File: config.mk
export PLATFORM = sky130hd
export DESIGN_NAME = arp_cache
export DESIGN_NICKNAME = d
export VERILOG_FILES = /design/src/rtl/arp_cache.sv
export SDC_FILE = /design/constraint.sdc
export NUM_CORES = 1
export LEC_CHECK = 0
export ABC_CLOCK_PERIOD_IN_PS = 4500
export BUFFER_PORTS_ARGS = -buffer_cell sky130_fd_sc_hd__buf_2
export CELL_PAD_IN_SITES_DETAIL_PLACEMENT = 1
export CELL_PAD_IN_SITES_GLOBAL_PLACEMENT = 2
export CORE_ASPECT_RATIO = 2
export CORE_UTILIZATION = 43
export CTS_BUF_LIST = sky130_fd_sc_hd__clkbuf_8
export DETAILED_ROUTE_END_ITERATION = 16
export PLACE_DENSITY = 0.85
export SYNTH_ARGS = -nofsm -noshare
export SYNTH_HDL_FRONTEND = slang
export SYNTH_SLANG_ARGS = --single-unit
File: constraint.sdc
create_clock -name clk -period 4.5 [get_ports clk]
set_clock_uncertainty 0.1 [all_clocks]
set_input_delay 0.225 -clock clk [delete_from_list [all_inputs] [get_ports clk]]
set_output_delay 0.225 -clock clk [all_outputs]
set_load 0.03 [all_outputs]
File: src/rtl/arp_cache.sv
// arp_cache: IP-to-MAC cache fed by ARP receive, aged per tick, sequential-scan lookup; `ARP_CACHE_BCAST_EN answers broadcast lookups directly
module arp_cache #(
  parameter int ENTRIES  = 4,
  parameter int TICK_DIV = 125000000,
  parameter int AGE_MAX  = 300
) (
  input  logic        clk,
  input  logic        rst,
  input  logic        arp_rx_done,
  input  logic        arp_rx_type,
  input  logic [47:0] src_mac,
  input  logic [31:0] src_ip,
  input  logic        lookup_req,
  input  logic [31:0] lookup_ip,
  output logic        lookup_ready,
  output logic        lookup_done,
  output logic        lookup_hit,
  output logic [47:0] lookup_mac,
  output logic [3:0]  entry_count
);
  localparam int IW = ENTRIES > 1 ? $clog2(ENTRIES) : 1;
  localparam int AW = $clog2(AGE_MAX + 1);
  localparam int TW = TICK_DIV > 1 ? $clog2(TICK_DIV) : 1;
  localparam logic [IW-1:0] LAST = IW'(ENTRIES - 1);
  typedef enum logic [1:0] {IDLE, INS_SCAN, INS_WR, LKP_SCAN} state_t;
  state_t state;
  logic [ENTRIES-1:0] valid;
  logic [31:0] ip_tab [ENTRIES];
  logic [47:0] mac_tab [ENTRIES];
  logic [AW-1:0] age [ENTRIES];
  logic [TW-1:0] tick_cnt;
  logic [IW-1:0] idx, victim, m_idx, f_idx, tgt;
  logic m_found, f_found, ins_pend, new_ins, tick, eq, unused_type;
  logic [31:0] ins_ip, key_ip;
  logic [47:0] ins_mac, wr_mac;
  assign unused_type = arp_rx_type;
  assign new_ins = arp_rx_done && src_ip != '0;
  assign tick = tick_cnt == TW'(TICK_DIV - 1);
  assign tgt = m_found ? m_idx : f_found ? f_idx : victim;
  assign eq = valid[idx] && ip_tab[idx] == key_ip;
  // A frame arriving this very cycle must be inserted before any lookup is accepted
  assign lookup_ready = state == IDLE && !ins_pend && !new_ins;
  // Table storage and aging; the insert write comes last so it overrides a same-cycle expiry
  always_ff @(posedge clk) begin
    if (rst) begin
      tick_cnt <= '0;
      valid <= '0;
      for (int i = 0; i < ENTRIES; i++) begin
        age[i] <= '0;
        ip_tab[i] <= '0;
        mac_tab[i] <= '0;
      end
    end else begin
      tick_cnt <= tick ? '0 : tick_cnt + 1'b1;
      for (int i = 0; i < ENTRIES; i++) begin
        if (tick && valid[i]) begin
          age[i] <= age[i] + 1'b1;
          if (age[i] == AW'(AGE_MAX - 1)) valid[i] <= 1'b0;
        end
        if (state == INS_WR && tgt == IW'(i)) begin
          ip_tab[i] <= key_ip;
          mac_tab[i] <= wr_mac;
          age[i] <= '0;
          valid[i] <= 1'b1;
        end
      end
    end
  end
  // Registered population count of the valid bits
  always_ff @(posedge clk) entry_count <= rst ? '0 : 4'($countones(valid));
  // Control FSM; the pending pair is snapshotted at scan start so later arrivals cannot corrupt an in-flight scan
  always_ff @(posedge clk) begin
    if (rst) begin
      state <= IDLE;
      idx <= '0;
      victim <= '0;
      m_idx <= '0;
      f_idx <= '0;
      m_found <= 1'b0;
      f_found <= 1'b0;
      ins_pend <= 1'b0;
      ins_ip <= '0;
      ins_mac <= '0;
      key_ip <= '0;
      wr_mac <= '0;
      lookup_done <= 1'b0;
      lookup_hit <= 1'b0;
      lookup_mac <= '0;
    end else begin
      lookup_done <= 1'b0;
      lookup_hit <= 1'b0;
      lookup_mac <= '0;
      if (new_ins) begin
        ins_pend <= 1'b1;
        ins_ip <= src_ip;
        ins_mac <= src_mac;
      end
      case (state)
        IDLE: begin
          if (ins_pend) begin
            state <= INS_SCAN;
            idx <= '0;
            m_found <= 1'b0;
            f_found <= 1'b0;
            key_ip <= ins_ip;
            wr_mac <= ins_mac;
            if (!new_ins) ins_pend <= 1'b0;
          end else if (lookup_req && lookup_ready) begin
`ifdef ARP_CACHE_BCAST_EN
            if (&lookup_ip) begin
              lookup_done <= 1'b1;
              lookup_hit <= 1'b1;
              lookup_mac <= '1;
            end else begin
              state <= LKP_SCAN;
              idx <= '0;
              key_ip <= lookup_ip;
            end
`else
            state <= LKP_SCAN;
            idx <= '0;
            key_ip <= lookup_ip;
`endif
          end
        end
        INS_SCAN: begin
          if (eq && !m_found) begin
            m_found <= 1'b1;
            m_idx <= idx;
          end
          if (!valid[idx] && !f_found) begin
            f_found <= 1'b1;
            f_idx <= idx;
          end
          idx <= idx + 1'b1;
          if (idx == LAST) state <= INS_WR;
        end
        INS_WR: begin
          if (!m_found && !f_found) victim <= victim == LAST ? '0 : victim + 1'b1;
          state <= IDLE;
        end
        default: begin
          if (eq || idx == LAST) begin
            lookup_done <= 1'b1;
            lookup_hit <= eq;
            lookup_mac <= eq ? mac_tab[idx] : '0;
            state <= IDLE;
          end
          idx <= idx + 1'b1;
        end
      endcase
    end
  end
endmodule

* Word-level counts from Yosys, hierarchy flattened
Memories as Yosys holds them, arrays and structs flattened. A register that Yosys moved wholly into a read port is not among the register bits.
Cells that the tools add are included.
** Cells by class
- Add/sub/neg operators :: 10
- Bitwise gates (word level) :: 19
- Reductions and logical operators :: 53
- Equality and inequality tests :: 18
- Multiplexer cells :: 81
- $lt $le $gt $ge :: 1
** Operators with widths (number)
- $mux 32 :: 6
- $mux 48 :: 4
- $mux 9 :: 8
- $mux 1 :: 47
- $add 9x1->9 const B :: 4
- $eq 9x9->1 const B :: 4
- $eq 32x32->1 :: 1
- $reduce_bool 32->1 :: 1
- $add 27x1->27 const B :: 1
- $eq 27x27->1 const B :: 1
- $mux 2 :: 11
- $reduce_and 2->1 :: 10
- $reduce_bool 2->1 :: 10
- $logic_and 1x1->1 :: 16
- $or 1x1->1 :: 16
- $eq 2x2->1 const B :: 5
- $reduce_and 3->1 :: 3
- $ne 2x2->1 const B :: 4
- $pmux 2 s3 :: 1
- $reduce_or 6->1 :: 1
- $logic_not 1->1 :: 5
- $reduce_or 5->1 :: 1
- $add 1x1->2 :: 2
- $add 2x1->2 const B :: 2
- 13 further kinds :: 18
** Word-level totals
- Word-level logic and storage cells :: 205
- Flip-flop bits (word level) :: 210
- Bits in writable memories :: 356
- Memories kept :: 3
** Memories
- mac_tab :: depth 4, width 48, read ports 1, clocked after Yosys merged registers in 1, wr ports 4, RTL line 29 : logic [47:0] mac_tab [ENTRIES];
- ip_tab :: depth 4, width 32, read ports 1, clocked after Yosys merged registers in 1, wr ports 4, RTL line 28 : logic [31:0] ip_tab [ENTRIES];
- age :: depth 4, width 9, read ports 4, clocked after Yosys merged registers in 0, wr ports 4, RTL line 30 : logic [AW-1:0] age [ENTRIES];

* Longest topological paths before layout
- Depth in word-level cells :: 10
- Gate-level depth with buffers :: 13
- Mapped depth without buffers :: 7

* Least setup slack after synthesis
No wires, ideal clock.
- Path type :: flip-flop to flip-flop
- From :: register f_found
- To :: memory ip_tab[1][0], enable pin
- Slack :: 1222 ps
- Path buffers :: 1
- Cell stages (with the launch flop) :: 6
- Data arrival time :: 2744 ps
- Cells stage by stage :: dfxtp_1 -> clkbuf_1 -> mux2i_1 -> o21ai_1 -> a31oi_1 -> inv_1
** RTL lines
- start, declared :: RTL line 33 : logic m_found, f_found, ins_pend, new_ins, tick, eq, unused_type;
- start signal, assigned :: RTL line 80 : f_found <= 1'b0;
- start signal, assigned :: RTL line 104 : f_found <= 1'b0;
- start signal, assigned :: RTL line 132 : f_found <= 1'b1;
- end, declared :: RTL line 28

==> results.txt <==
* Total die area: a little over 60,000 um2
- Leakage Power: ~11 nW
- RSZ-0062 raised after global routing: false
- Clock network power share: a little under a third
* Prevailing post-synth register cell: edfxtp_1
* Post-layout power: 14.2 mW
- Yosys printed 0 warnings.
* Overflow after GRT: 0
* Count of cells resized by post-cts repair: 0
* Cell family contributing the most delay on the critical path: simple AND/OR/NAND/NOR gates
- Hold violation count in the final report: 0
* Final layout net count: 2,571
* Clk slew on worst S/H paths: ~0.060 ns
- Synthesis inferred slightly above 600 register bits.
- Cell count after synthesis: about 2,200
- The largest single stage delay on the critical path is 0.82 ns.
* Number of DRC violations after detailed-routing iteration 0: between 800 and 900
- The die is between 150 and 200 um wide.
- Residual DRC: 0
- Synthesis instantiated 68 different standard cells from the library.
- Internal power: around 10 mW
- STA classifies the critical path startpoint as a register.
- Together, buffers and inverters on the worst path number 2.
- Worst path required time: roughly 5 ns
- The tree is rooted in a clkbuf_8.
- Net Switching: approximately 4.2 mW
* Vias after detailed routing: between 15,000 and 20,000
* Sequence of cells on the critical path: buf_4, mux4_2, xnor2_1, nand4_1, nor4_4, nand3_4, buf_12, and2b_1
* Fraction of power consumed by combinational cells: just over 20%
- Along the worst path, the maximum fanout reaches 34.
- The number of antenna violations at the first check in global routing is 1.
* Routed Antenna Nets: 0
* Vias in the first global route: slightly below 20,000
* Max rail drop VDD: between 0.2 and 0.3 mV
- Total Negative Setup Slacks: 0 ns
- Count of H-tree levels built during CTS: 3
* Fin crit period: around 3.7 ns
- Arrival time at the worst endpoint: approximately 4.2 ns
- After layout, the worst path uses just over 80% of the clock period.
* Ys async rst share: 0%
* Via count normalized by instance count: ~5.3
- Worst-skew pair later-pin latency: ~0.66 ns
- The core region is 59,900 um2.
- From bottom edge to top edge, the die measures between 300 and 400 um.
- The initial utilization of the core area, before any placement, comes to between 40% and 50%.
- Status: completed
- The number of pins exceeding their max-slew limit in the final report came to 0.
* Critical path class: reg -> reg
- Element type at the critical path end: register
* Tightest slew margin relative to the limit: a little under a third
- I/O pins: ~170
- Max Buffers Root-to-Sink: 3
- After synthesis, flip-flops and latches occupy a little over 60% of the total area.
- Peak Freq: about 0.27 GHz
- Net count of the mapped netlist: around 2,300
* GPL Wtd Cong: around 0.85
- Hold crit path type: in -> reg
* Netlist area before placement: approximately 26,000 um2
- The average instance in the mapped netlist occupies approximately 12 um2.
- The count of buffers added on input and output ports is 169.
* Final setup viols: 0
* Wire length of the first global-routing pass: about 110 mm
* Growth of design area from synthesis to finish: 17.4%
- Net switching is between 20% and 30% of the power.
- For this block, the routed nets add up to slightly below 70 mm of wire.
* Detailed-routing iteration count for the pre-antenna-repair pass: 5
* Pwr Density: between 400 and 500 nW/um2
- Global routing consumed, over all layers together, 22.8% of the routing resources.
- Post-synth EDFFs: between 300 and 400
- The floorplan has approximately 130 rows.
- Clock tree from TritonCTS: done
- At the pin with the least slew margin, the transition time is ~1.0 ns.
- Counting every sink on the clock net gives just over 600.
* Detailed placement HPWL: around 43 mm
- TritonCTS Buffers: just under 90
- In the final routed layout, each cell accounts on average for 20.8 um.
* Layout cells sized above 1: 17.5%
- Entering global routing, the biggest net connects between 60 and 70 pins.
* Maximum capacitance violations: 0
- Sequential cells burn about half of the power.
* Slowest-stage cell, CP: dfxtp_2
-- cell usage after synthesis (all sizes together) (3+ instances only) --
master  number  area (um2)
and2       317        1980
o21a         5        37.5
and4         3        26.3
nor3        19        95.1
a31o         6        52.6
and2b        5        37.5
xor2        32         280
buf         28         218
inv         26        97.6
nor4b        6        67.6
mux4        71        1640
nor2b       51         469
o22ai        4        25.0
mux2i       64         641
nand2      293        1100
o21ai       14        70.1
a21oi      140         701
dfxtp      259        5180
nor2       131         492
a31oi        6        37.5
nand4       14        93.8
nand3       45         230
nor4        21         146
clkbuf     104         392
and3        10        62.6
xnor2       47         427
nor3b        3        22.5
a211oi      35         263
edfxtp     356       10700
ha          12         150
-- cell usage in the layout, fill, tap and decap left out, drive strengths merged, types with 61 or more instances in the layout --
master,instances
dfxtp,259
clkbuf,104
mux2i,64
mux4,71
a21oi,140
and2,317
nand2,293
edfxtp,356
dlygate4sd3,120
buf,204
nor2,131
inv,61
-- tightest hold or removal path, delay by kind of cell --
kind                   cells  cell delay, ns
AND/OR/NAND/NOR            1            0.16
buffers and inverters      1            0.13
AO/OA/AOI/OAI              2            0.33
-- cell type report --
cell class                      instances  area, um2
Timing Repair Buffer                  324       2380
Clock buffer                          104       1430
Multi-Input combinational cell       1385       9480
Tap cell                              774        968
Antenna cell                            1       2.50
Fill cell                            6208      29400
Sequential cell                       615      15900
Inverter                               26        104
Clock inverter                         60        280
-- through the flow --
stage | util (%) | setup WS, ns | area, um2 | instances | hold slack [ns]
2_1_floorplan | - | 1.22 | 26000 | 2158 | 0.261
3_5_place_dp | 46.1 | 0.809 | 27600 | 3004 | 0.347
6_report | 51.0 | 0.834 | 30500 | 3289 | 0.136
4_1_cts | 51.0 | 0.786 | 30500 | 3288 | 0.0883
3_3_place_gp | 46.1 | 0.882 | 27600 | 3004 | 0.338
5_1_grt | 51.0 | 0.670 | 30500 | 3289 | 0.158
-- flip-flops by register name, summed over array words and instances (netlist names), 3 cells and up, named ones only --
register / flops
valid: 4
entry_count: 3
mac_tab: 192
ins_mac: 48
ip_tab: 128
age: 36
ins_ip: 32
wr_mac: 48
lookup_mac: 48
key_ip: 32
tick_cnt: 27
-- cell families (layout without fill, tap and decap cells) --
group / Yosys count / count (layout) / synth area share [%]
AOI/OAI and AO/OA: 227 / 227 / 5.12
buffers and inverters: 158 / 514 / 2.72
other: 1 / 2 / 0.0144
muxes: 136 / 136 / 8.80
adders and majority gates: 13 / 13 / 0.654
DFF: 615 / 615 / 61.0
and+or+nand+nor: 929 / 929 / 18.9
xor gates and xnor gates: 79 / 79 / 2.72
-- power by group through the flow --
stage	Combinational [mW]	Clock (mW)	Sequential (mW)
floorplan	2.15	0	6.81
detailed placement	2.84	0	7.09
finish	2.89	4.32	6.96
global route	3.11	4.65	7.03
global placement	2.80	0	7.04
CTS	2.93	4.43	6.97
-- final timing paths --
check	from	slack (ns)	to	cells after the start
max reg2reg	register	0.83	lookup_mac[45]	8
max	register	0.83	lookup_mac[45]	8
min	arp_rx_done	0.14	ins_ip[28]	4
min reg2reg	ins_mac[43]	0.34	wr_mac[43]	2
-- metal layers --
layer / vias up / GRT usage, % / wire length (um)
li1: 8136 / - / -
met1: 8756 / 23.9 / 25500
met2: 391 / 45.0 / 38500
met3: 121 / 2.90 / 2480
met4: 0 / 9.02 / 2070
met5: - / 0 / 0
-- repair_timing --
action,in CTS,in global routing
hold endpoints to repair,120,0
buffers inserted,0,0
hold buffers,120,0
(Power assumes the default switching activity.)
